### src/rtl/dmem_lsu_pkg.sv
// Shared types, constants and helpers for the data-memory load/store sequencer.
package dmem_lsu_pkg;

  localparam int unsigned WORD_BYTES = 4;
  localparam logic [3:0]  WE_NONE_L  = 4'hF;

  typedef enum logic [1:0] {IDLE, ACC1, ACC2, RESP} lsu_state_t;
  typedef enum logic [1:0] {SZ_BYTE, SZ_HALF, SZ_WORD} lsu_size_t;

  // Registered request payload (word address is kept separately, its width is a parameter)
  typedef struct packed {
    logic        we;
    logic [1:0]  size;
    logic        uns;
    logic [1:0]  off;
    logic [31:0] wdata;
  } lsu_req_t;

  // Access length in bytes; 0 for the illegal size code
  function automatic logic [2:0] size_bytes(input logic [1:0] size);
    logic [2:0] n;
    case (size)
      SZ_BYTE: n = 3'd1;
      SZ_HALF: n = 3'd2;
      SZ_WORD: n = 3'd4;
      default: n = 3'd0;
    endcase
    return n;
  endfunction

  // Byte-lane enables across two consecutive words: [3:0] first word, [7:4] second word
  function automatic logic [7:0] lane_mask(input logic [1:0] size, input logic [1:0] off);
    logic [7:0] m;
    case (size)
      SZ_BYTE: m = 8'h01;
      SZ_HALF: m = 8'h03;
      SZ_WORD: m = 8'h0F;
      default: m = 8'h00;
    endcase
    return m << off;
  endfunction

  // Access spills into the next word
  function automatic logic is_cross(input logic [1:0] size, input logic [1:0] off);
    return (4'(off) + 4'(size_bytes(size))) > 4'(WORD_BYTES);
  endfunction

  function automatic logic is_illegal(input logic [1:0] size);
    return size == 2'd3;
  endfunction

endpackage

### src/rtl/lsu_load_align.sv
// Load alignment: extracts n bytes at offset o from {hi_word, lo_word} and extends them.
module lsu_load_align
  import dmem_lsu_pkg::*;
(
  input  logic [31:0] i_hi_word,
  input  logic [31:0] i_lo_word,
  input  logic [1:0]  i_off,
  input  logic [2:0]  i_nbytes,
  input  logic        i_unsigned,
  output logic [31:0] o_rdata_c
);

  logic [63:0] w_dword;
  logic [31:0] w_shift;

  assign w_dword = {i_hi_word, i_lo_word};
  assign w_shift = 32'(w_dword >> {i_off, 3'b000});

  // Mask to the access width, then sign- or zero-extend
  always_comb begin
    o_rdata_c = w_shift;
    case (i_nbytes)
      3'd1: o_rdata_c = i_unsigned ? {24'h0, w_shift[7:0]}
                                   : {{24{w_shift[7]}}, w_shift[7:0]};
      3'd2: o_rdata_c = i_unsigned ? {16'h0, w_shift[15:0]}
                                   : {{16{w_shift[15]}}, w_shift[15:0]};
      default: o_rdata_c = w_shift;
    endcase
  end

endmodule

### src/rtl/dmem_lsu_ctrl.sv
// Load/store sequencer between the memory stage and a word-organised data memory.
// Word-crossing accesses take two memory cycles (ACC1, ACC2).
// Build option: LSU_MISALIGN_TRAP_EN turns crossing accesses into error responses
// with no memory cycle instead of splitting them.
module dmem_lsu_ctrl
  import dmem_lsu_pkg::*;
#(
  parameter int unsigned ADDR_WIDTH = 12,
  parameter int unsigned DATA_WIDTH = 32
) (
  input  logic                    clock,
  input  logic                    reset_L,
  input  logic                    req_valid,
  output logic                    req_ready,
  input  logic                    req_we,
  input  logic [1:0]              req_size,
  input  logic                    req_unsigned,
  input  logic [ADDR_WIDTH+1:0]   req_addr,
  input  logic [DATA_WIDTH-1:0]   req_wdata,
  output logic                    rsp_valid,
  output logic [DATA_WIDTH-1:0]   rsp_rdata,
  output logic                    rsp_err,
  output logic [ADDR_WIDTH-1:0]   mem_addr,
  output logic [DATA_WIDTH-1:0]   mem_wdata,
  output logic [3:0]              mem_WE_L,
  input  logic [DATA_WIDTH-1:0]   mem_rdata
);

  lsu_state_t            r_state, w_state_nxt;
  lsu_req_t              r_req;
  logic [ADDR_WIDTH-1:0] r_waddr;
  logic [31:0]           r_lo, r_hi;

  logic                  r_req_ready, r_rsp_valid, r_rsp_err;
  logic [31:0]           r_rsp_rdata;
  logic [ADDR_WIDTH-1:0] r_mem_addr;
  logic [31:0]           r_mem_wdata;
  logic [3:0]            r_mem_we_l;

  logic                  w_rsp_valid_nxt, w_rsp_err_nxt, w_req_ready_nxt;
  logic [31:0]           w_rsp_rdata_nxt;
  logic [ADDR_WIDTH-1:0] w_mem_addr_nxt;
  logic [31:0]           w_mem_wdata_nxt;
  logic [3:0]            w_mem_we_l_nxt;

  logic                  w_accept;
  logic                  w_in_bad, w_r_bad, w_r_cross;
  logic [ADDR_WIDTH-1:0] w_in_waddr;
  logic [63:0]           w_in_wide, w_r_wide;
  logic [7:0]            w_in_lanes, w_r_lanes;
  logic [2:0]            w_nbytes;
  logic [31:0]           w_align_c;

  assign w_accept   = req_valid && r_req_ready;
  assign w_in_waddr = req_addr[ADDR_WIDTH+1:2];
  assign w_in_wide  = 64'(req_wdata) << {req_addr[1:0], 3'b000};
  assign w_in_lanes = lane_mask(req_size, req_addr[1:0]);
  assign w_r_wide   = 64'(r_req.wdata) << {r_req.off, 3'b000};
  assign w_r_lanes  = lane_mask(r_req.size, r_req.off);
  assign w_r_cross  = is_cross(r_req.size, r_req.off);
  assign w_nbytes   = size_bytes(r_req.size);

`ifdef LSU_MISALIGN_TRAP_EN
  assign w_in_bad = is_illegal(req_size) || is_cross(req_size, req_addr[1:0]);
  assign w_r_bad  = is_illegal(r_req.size) || w_r_cross;
`else
  assign w_in_bad = is_illegal(req_size);
  assign w_r_bad  = is_illegal(r_req.size);
`endif

  lsu_load_align u_load_align (
    .i_hi_word  (r_hi),
    .i_lo_word  (r_lo),
    .i_off      (r_req.off),
    .i_nbytes   (w_nbytes),
    .i_unsigned (r_req.uns),
    .o_rdata_c  (w_align_c)
  );

  // Next state plus next values of every registered output
  always_comb begin
    w_state_nxt     = r_state;
    w_mem_addr_nxt  = r_mem_addr;
    w_mem_wdata_nxt = r_mem_wdata;
    w_mem_we_l_nxt  = WE_NONE_L;
    w_rsp_valid_nxt = 1'b0;
    w_rsp_rdata_nxt = r_rsp_rdata;
    w_rsp_err_nxt   = r_rsp_err;
    case (r_state)
      IDLE: begin
        if (w_accept) begin
          if (w_in_bad) begin
            w_state_nxt = RESP;
          end else begin
            w_state_nxt    = ACC1;
            w_mem_addr_nxt = w_in_waddr;
            if (req_we) begin
              w_mem_wdata_nxt = w_in_wide[31:0];
              w_mem_we_l_nxt  = ~w_in_lanes[3:0];
            end
          end
        end
      end
      ACC1: begin
`ifdef LSU_MISALIGN_TRAP_EN
        w_state_nxt = RESP;
`else
        if (w_r_cross) begin
          w_state_nxt    = ACC2;
          w_mem_addr_nxt = r_waddr + ADDR_WIDTH'(1);
          if (r_req.we) begin
            w_mem_wdata_nxt = w_r_wide[63:32];
            w_mem_we_l_nxt  = ~w_r_lanes[7:4];
          end
        end else begin
          w_state_nxt = RESP;
        end
`endif
      end
      RESP: begin
        w_state_nxt     = IDLE;
        w_rsp_valid_nxt = 1'b1;
        w_rsp_err_nxt   = w_r_bad;
        w_rsp_rdata_nxt = (r_req.we || w_r_bad) ? 32'h0 : w_align_c;
      end
      default: begin
        w_state_nxt = RESP;
      end
    endcase
  end

  assign w_req_ready_nxt = (w_state_nxt == IDLE);

  // State and output registers
  always_ff @(posedge clock or negedge reset_L) begin
    if (!reset_L) begin
      r_state     <= IDLE;
      r_req_ready <= 1'b1;
      r_rsp_valid <= 1'b0;
      r_rsp_rdata <= '0;
      r_rsp_err   <= 1'b0;
      r_mem_addr  <= '0;
      r_mem_wdata <= '0;
      r_mem_we_l  <= WE_NONE_L;
    end else begin
      r_state     <= w_state_nxt;
      r_req_ready <= w_req_ready_nxt;
      r_rsp_valid <= w_rsp_valid_nxt;
      r_rsp_rdata <= w_rsp_rdata_nxt;
      r_rsp_err   <= w_rsp_err_nxt;
      r_mem_addr  <= w_mem_addr_nxt;
      r_mem_wdata <= w_mem_wdata_nxt;
      r_mem_we_l  <= w_mem_we_l_nxt;
    end
  end

  // Request capture and load-word capture
  always_ff @(posedge clock or negedge reset_L) begin
    if (!reset_L) begin
      r_req   <= '0;
      r_waddr <= '0;
      r_lo    <= '0;
      r_hi    <= '0;
    end else begin
      if (w_accept) begin
        r_req.we    <= req_we;
        r_req.size  <= req_size;
        r_req.uns   <= req_unsigned;
        r_req.off   <= req_addr[1:0];
        r_req.wdata <= req_wdata;
        r_waddr     <= w_in_waddr;
        r_hi        <= '0;
      end
      if (r_state == ACC1) r_lo <= mem_rdata;
      if (r_state == ACC2) r_hi <= mem_rdata;
    end
  end

  assign req_ready = r_req_ready;
  assign rsp_valid = r_rsp_valid;
  assign rsp_rdata = r_rsp_rdata;
  assign rsp_err   = r_rsp_err;
  assign mem_addr  = r_mem_addr;
  assign mem_wdata = r_mem_wdata;
  assign mem_WE_L  = r_mem_we_l;

endmodule

### config.mk
export PLATFORM = sky130hd
export DESIGN_NAME = dmem_lsu_ctrl
export DESIGN_NICKNAME = d
export VERILOG_FILES = /design/src/rtl/dmem_lsu_pkg.sv /design/src/rtl/lsu_load_align.sv /design/src/rtl/dmem_lsu_ctrl.sv
export SDC_FILE = /design/constraint.sdc
export NUM_CORES = 1
export LEC_CHECK = 0
export BUFFER_PORTS_ARGS = -buffer_cell sky130_fd_sc_hd__buf_2
export CAP_MARGIN = 40
export CORE_MARGIN = 2
export CORE_UTILIZATION = 57
export CTS_CLUSTER_DIAMETER = 30
export DETAILED_ROUTE_END_ITERATION = 6
export GPL_TIMING_DRIVEN = 0
export PLACE_DENSITY = 0.81
export SYNTH_ARGS = -nofsm -noshare
export SYNTH_HDL_FRONTEND = slang
export SYNTH_HIERARCHICAL = 1
export SYNTH_SLANG_ARGS = --single-unit
### constraint.sdc
create_clock -name clock -period 3.5 [get_ports clock]
set_clock_uncertainty 0.15 [all_clocks]
set_input_delay 0.175 -clock clock [delete_from_list [all_inputs] [get_ports clock]]
set_output_delay 0.175 -clock clock [all_outputs]
set_load 0.03 [all_outputs]
==> results of run 1 <==
-- layer usage --
metal / vias up / wire length (um) / global-route usage [%]
li1: 3476 / - / -
met1: 3811 / 10900 / 42.0
met2: 502 / 13000 / 52.5
met3: 121 / 2360 / 6.33
met4: 0 / 1560 / 17.1
met5: - / 0 / 0
-- stage by stage --
| step | TNS [ns] | total power, mW | setup slack (ns) |
|---|---|---|---|
| 4_1_cts | 0 | 11.6 | 0.387 |
| 3_5_place_dp | 0 | 9.67 | 0.403 |
| 5_1_grt | 0 | 12.4 | 0.219 |
| 3_3_place_gp | -139.43 | 9.50 | -0.794 |
| 6_report | 0 | 11.8 | 0.370 |
| 2_1_floorplan | 0 | 7.91 | 0.744 |
-- flip-flops by register name, summed over array words and instances, names as in the netlist --
name and count:
rsp_valid 1, r_lo 32, r_waddr 12, r_hi 24
rsp_rdata 32, r_req 30, mem_WE_L 4, r_state 2
req_ready 1, mem_addr 12, mem_wdata 32, rsp_err 1
-- final cells by class --
type / count / share of cell area [%]
Buffer: 59 / 2.33
Sequential cell: 183 / 39.0
Clock inverter: 11 / 0.884
Timing Repair Buffer: 247 / 14.2
Tap cell: 216 / 2.30
Clock buffer: 20 / 3.80
Antenna cell: 1 / 0.0213
Inverter: 18 / 0.575
Multi-Input combinational cell: 549 / 36.9
-- worst reg2reg max path, cell delays in order (launching register included) --
cell      delay [ns]
dfrtp_1         0.39
inv_1           0.08
ha_1            0.27
ha_1            0.23
fa_1            0.38
xnor2_1         0.30
o32ai_4         0.19
a21boi_2        0.44
buf_6           0.23
mux2_1          0.35
-- worst paths after layout --
path,start,endpoint
min in group asynchronous,reset_L,mem_addr[5]
worst min register to register,r_lo[10],r_lo[10]
worst min-delay path,req_wdata[2],mem_wdata[2]
max in group asynchronous,reset_L,r_hi[21]
worst max-delay path,r_req[35],mem_wdata[15]
worst max register to register,r_req[35],mem_wdata[15]
-- cell usage in the layout, fill, tap and decap left out, drive strengths merged, types with 3 or more instances in the layout --
cell,count
o211ai,9
nand3,11
o22ai,9
inv,18
a21oi,4
o2bb2ai,17
dfrtp,178
nor3,4
o32a,3
or3,5
buf,192
o21ai,41
a31oi,4
nor2b,6
a22o,64
mux4,4
nand4,3
clkbuf,55
ha,9
a22oi,8
dfstp,5
xnor2,4
clkinv,8
mux2,120
dlygate4sd3,79
nor2,9
mux2i,61
nand2,131
-- power groups by stage --
stage | Sequential [mW] | Combinational, mW | Clock (mW)
2_1_floorplan | 4.47 | 3.44 | 0
3_3_place_gp | 3.82 | 5.68 | 0
3_5_place_dp | 3.86 | 5.82 | 0
4_1_cts | 3.83 | 5.93 | 1.83
5_1_grt | 3.98 | 6.46 | 1.94
6_report | 3.88 | 6.06 | 1.82
==> impl_results.md, run 1 <==
- Drt wl/cell: 21.3 um
- Antenna violations before repair: 1
- Fin util: 74.0%
- Final worst path period need: 3.13 ns
- Multi-input logic area: 4330 sq um
- Status: finished, final reports clean
- PwrDens: 1000 nW/um^2
- Syn_area_per_cell: 11.4 sq um
- P&R area growth vs syn: 26.9%
- Crit-path slowest cell: a21boi_2
- Clock sinks: 183
- First-pass GRT wire length: 43.9 mm
- Port buffer count: 166
- Worst-margin pin slew: 0.839 ns
- GRT Resource Usage Total: 32.6%
- Nets@finish: 1170
- Core Region: 15900 sq um
- Hold WC Path Type: in -> reg
- CP Max Fanout: 10
- Yosys warns: 6
- Pre-antenna DRT Iters: 6
- Final Hold Fails: 0
- P_int: 6.53 mW
- Ports: 168
- Vias: 7910
- Post-route ant nets: 0
- Rows: 46
- Layout cells sized above 1: 31.0%
- DIE WIDTH: 131 um
- Fmax: 320 MHz
- Drt via density: 6.07
- WP data required: 3.66 ns
- 1st-iter DRT viols: 717
- Number of global-route vias before repair: 7956
- R2R Setup Slk: 0.37 ns
- DR DRC count: 0
- WHS Path Cells: 3
- Post-DP HPWL: 18.3 mm
- Gate power share: 51.5%
- Min Hold Slack: 0.0389 ns
- Root Buffer: clkbuf_16
- WL final: 27.8 mm
- Clk pwr share: 15.5%
- Clk buf depth: 2
- CTS clk-pin slew, worst paths: 0.07 ns
- Slew margin rel.: 44.0%
- Placed insts: 1193
- # setup viols final: 0
- Register area: 4590 sq um
- GRT overflow: 0
- Reg power frac: 33.0%
- Hold Buf Count CTS: 79
- Gate Count Post-Synth: 809
- GPL Wtd Cong: 0.958
- Crit path max-delay family: adder cells
- Placed instance area: 10400 sq um
- CP Buf/Inv Count: 2
- Starting Density: 58.3%
- H-tree Lvls: 4
- Max-Cap Viols: 0
- Switching pwr: 5.23 mW
- Final period util: 89.4%
- Fill count: 1062
- Post-CTS Setup Bufs: 0
- CP Class: reg -> reg
- Slowest stage delay, CP: 0.44 ns
- Max-slew violation count: 0
- Worst VDD drop: 0.602 mV
- CP Launch Type: flop
- CTS buffer count: 17
- Switching share of power: 44.5%
- Design area: 11700 sq um
- Syn_nets: 904
- Skew-Pair Late Insertion Delay: 0.44 ns
- Clock tree from TritonCTS: yes
- Critical Path AT: 3.29 ns
- RSZ-0062 raised after global routing: false
- Die area: 17300 sq um
- CTS resizes: 0
- Mapped Area: 9260 sq um
- Pin count of the biggest net entering global routing: 108
- Cell repeated most along the worst path: ha_1
- CP Cell Sequence: inv_1, ha_1, ha_1, fa_1, xnor2_1, o32ai_4, a21boi_2, buf_6, mux2_1
- Die Y: 131 um
- Levels on crit path: 9
- FF-to-FF path depth: 9
- Final cell count without fillers: 1304
- LEAKAGE: 5.75 nW
- CP Capture Type: flop
Note: power is estimated with default switching activity, not from simulation.
==> inputs of run 2 (changes only) <==
--- a/config.mk
+++ b/config.mk
@@ -8,11 +8,10 @@
 export BUFFER_PORTS_ARGS = -buffer_cell sky130_fd_sc_hd__buf_2
 export CAP_MARGIN = 40
 export CORE_MARGIN = 2
-export CORE_UTILIZATION = 57
+export CORE_UTILIZATION = 28
 export CTS_CLUSTER_DIAMETER = 30
 export DETAILED_ROUTE_END_ITERATION = 6
 export GPL_TIMING_DRIVEN = 0
-export PLACE_DENSITY = 0.81
 export SYNTH_ARGS = -nofsm -noshare
 export SYNTH_HDL_FRONTEND = slang
 export SYNTH_HIERARCHICAL = 1
==> impl_results.md, run 2 (synthesis gave the netlist of run 1 again) <==
- Pin count of the biggest net entering global routing: 102 (was 108)
- Rows: 66 (was 46)
- Ports: 168 (unchanged)
- Clk buf depth: 2 (unchanged)
- Switching share of power: 44.2% (was 44.5%)
- Slew margin rel.: 41.0% (was 44.0%)
- Layout cells sized above 1: 30.8% (was 31.0%)
- 1st-iter DRT viols: 497 (was 717)
- Worst VDD drop: 0.491 mV (was 0.602 mV)
- H-tree Lvls: 4 (unchanged)
- Clock sinks: 183 (unchanged)
- LEAKAGE: 5.74 nW (was 5.75 nW)
- Die area: 34500 sq um (was 17300 sq um)
- Starting Density: 28.5% (was 58.3%)
- Crit-path slowest cell: fa_1 (was a21boi_2)
- CP Launch Type: flop (unchanged)
- Antenna violations before repair: 1 (unchanged)
- Core Region: 32500 sq um (was 15900 sq um)
- P_int: 6.49 mW (was 6.53 mW)
- Fin util: 36.9% (was 74.0%)
- Diodes inserted: 0 (was 1)
- Final Hold Fails: 0 (unchanged)
- CP Cell Sequence: inv_1, ha_1, ha_1, fa_1, nor2_1, o32ai_4, nor2_1, buf_2, mux2_2 (was inv_1, ha_1, ha_1, fa_1, xnor2_1, o32ai_4, a21boi_2, buf_6, mux2_1)
- First-pass GRT wire length: 45.3 mm (was 43.9 mm)
- Final worst path period need: 3.09 ns (was 3.13 ns)
- Most frequent cells in the layout: 178 x dfrtp_1, 174 x buf_2, 131 x nand2_1 (unchanged)
- Slowest stage delay, CP: 0.43 ns (was 0.44 ns)
- Final cell count without fillers: 1531 (was 1304)
- Post-DP HPWL: 21.1 mm (was 18.3 mm)
- DIE WIDTH: 186 um (was 131 um)
- Hold WC Path Type: in -> reg (unchanged)
- Clock tree from TritonCTS: yes (unchanged)
- # setup viols final: 0 (unchanged)
- Max-Cap Viols: 0 (unchanged)
- Placed insts: 1419 (was 1193)
- CP Class: reg -> reg (unchanged)
- Number of global-route vias before repair: 7784 (was 7956)
- Drt via density: 4.92 (was 6.07)
- Nets@finish: 1171 (was 1170)
- Pre-antenna DRT Iters: 5 (was 6)
- CP Max Fanout: 10 (unchanged)
- Reg power frac: 33.3% (was 33.0%)
- Switching pwr: 5.15 mW (was 5.23 mW)
- Critical Path AT: 3.26 ns (was 3.29 ns)
- Port buffer count: 166 (unchanged)
- Post-route ant nets: 0 (unchanged)
- GRT overflow: 0 (unchanged)
- Commonest non-fill, non-tap cell in the layout: dfrtp_1 (unchanged)
- WL final: 29.3 mm (was 27.8 mm)
- CP Buf/Inv Count: 2 (unchanged)
- Status: finished, final reports clean (unchanged)
- Root Buffer: clkbuf_16 (unchanged)
- GRT Resource Usage Total: 17.4% (was 32.6%)
- Gate power share: 51.2% (was 51.5%)
- Clk pwr share: 15.5% (about the same)
- Final period util: 88.3% (was 89.4%)
- Die Y: 186 um (was 131 um)
- Setup TNS: 0 ns (unchanged)
- Max-slew violation count: 0 (unchanged)
- Drt wl/cell: 19.2 um (was 21.3 um)
- Pre-CTS setup slack: 0.413 ns (was 0.403 ns)
- Vias: 7534 (was 7910)
- CTS clk-pin slew, worst paths: 0.07 ns (about the same)
- Fmax: 324 MHz (was 320 MHz)
- PnR worst setup slack: 0.410 ns (was 0.370 ns)
- WP data required: 3.67 ns (was 3.66 ns)
- CTS buffer count: 17 (unchanged)
- PwrDens: 969 nW/um^2 (was 1000 nW/um^2)
- GPL Wtd Cong: 0.859 (was 0.958)
- DR DRC count: 0 (unchanged)
- RSZ-0062 raised after global routing: false (unchanged)
- CP Capture Type: flop (unchanged)
- Skew-Pair Late Insertion Delay: 0.44 ns (about the same)
- P&R area growth vs syn: 29.8% (was 26.9%)
- Crit path max-delay family: adder cells (unchanged)
- Worst-margin pin slew: 0.885 ns (was 0.839 ns)
==> run 2: cell types whose count changed in the layout (fill, tap and decap cells not counted), sizes merged <==
cell,before,now
bufinv,1,0
diode,1,0
clkinv,8,4
dlygate4sd3,79,80
clkinvlp,2,3
clkbuf,55,60
==> run 2: timing repair <==
item / in CTS / in global routing
setup endpoints to repair: 0 / 0
hold buffers: 80 / 0
gates resized for setup: 0 / 0
endpoints found under the hold margin: 211 / 0
setup buffers: 0 / 0
==> run 2: cell type report <==
type	count	area, sq um
clock buffer	25	485
clock inverter	7	46.3
multi-input combinational	549	4330
buffer	59	274
timing repair buffer	248	1680
sequential	183	4590
fill	3287	20500
inverter	18	67.6
tap	442	553
==> run 2: worst register-to-register path: cells and delay by family (launching register included) <==
kind / cells / cell delay (ns)
simple gates: 2 / 0.55
mux: 1 / 0.37
fa+ha+maj: 3 / 0.91
compound gates: 1 / 0.18
flops: 1 / 0.40
buf+inv: 2 / 0.42
==> run 2: through the flow <==
step | hold WS (ns) | power [mW] | cell area (sq um)
2_1_floorplan | -0.271 | 7.91 | 9260
3_5_place_dp | 0.131 | 9.77 | 10700
6_report | 0.0323 | 11.6 | 12000
5_1_grt | 0.0428 | 12.4 | 12000
4_1_cts | 0.0245 | 11.7 | 12000
3_3_place_gp | 0.237 | 9.67 | 10600
==> run 2: final timing paths <==
check                                     to  slack (ns)         start  cells after the start
worst max-delay path             mem_addr[4]        0.41     r_req[35]                      9
worst min-delay path            mem_wdata[4]        0.03  req_wdata[4]                      3
worst max register to register   mem_addr[4]        0.41     r_req[35]                      9
worst min register to register       r_lo[6]        0.33       r_lo[6]                      2
max in group asynchronous        mem_WE_L[1]        2.06       reset_L                      3
min in group asynchronous           r_hi[10]        0.21       reset_L                      2
==> run 2: routing by layer <==
metal  wire length, um  vias up  GRT usage, %  part of all wire, %
met3              1880       28          3.97                  6.4
met1             13300     3765          23.3                   46
met2             13600      273          28.3                   47
met5                20        -             0                0.068
met4               426        2          4.22                  1.5
li1                  -     3466             -                    -
==> run 2: power by group through the flow <==
stage	combinational, mW	sequential [mW]	clock [mW]
after floorplan	3.44	4.47	0
after global placement	5.80	3.87	0
after detailed placement	5.88	3.89	0
after CTS	5.98	3.87	1.83
after global routing	6.49	4.01	1.91
final	5.96	3.88	1.80
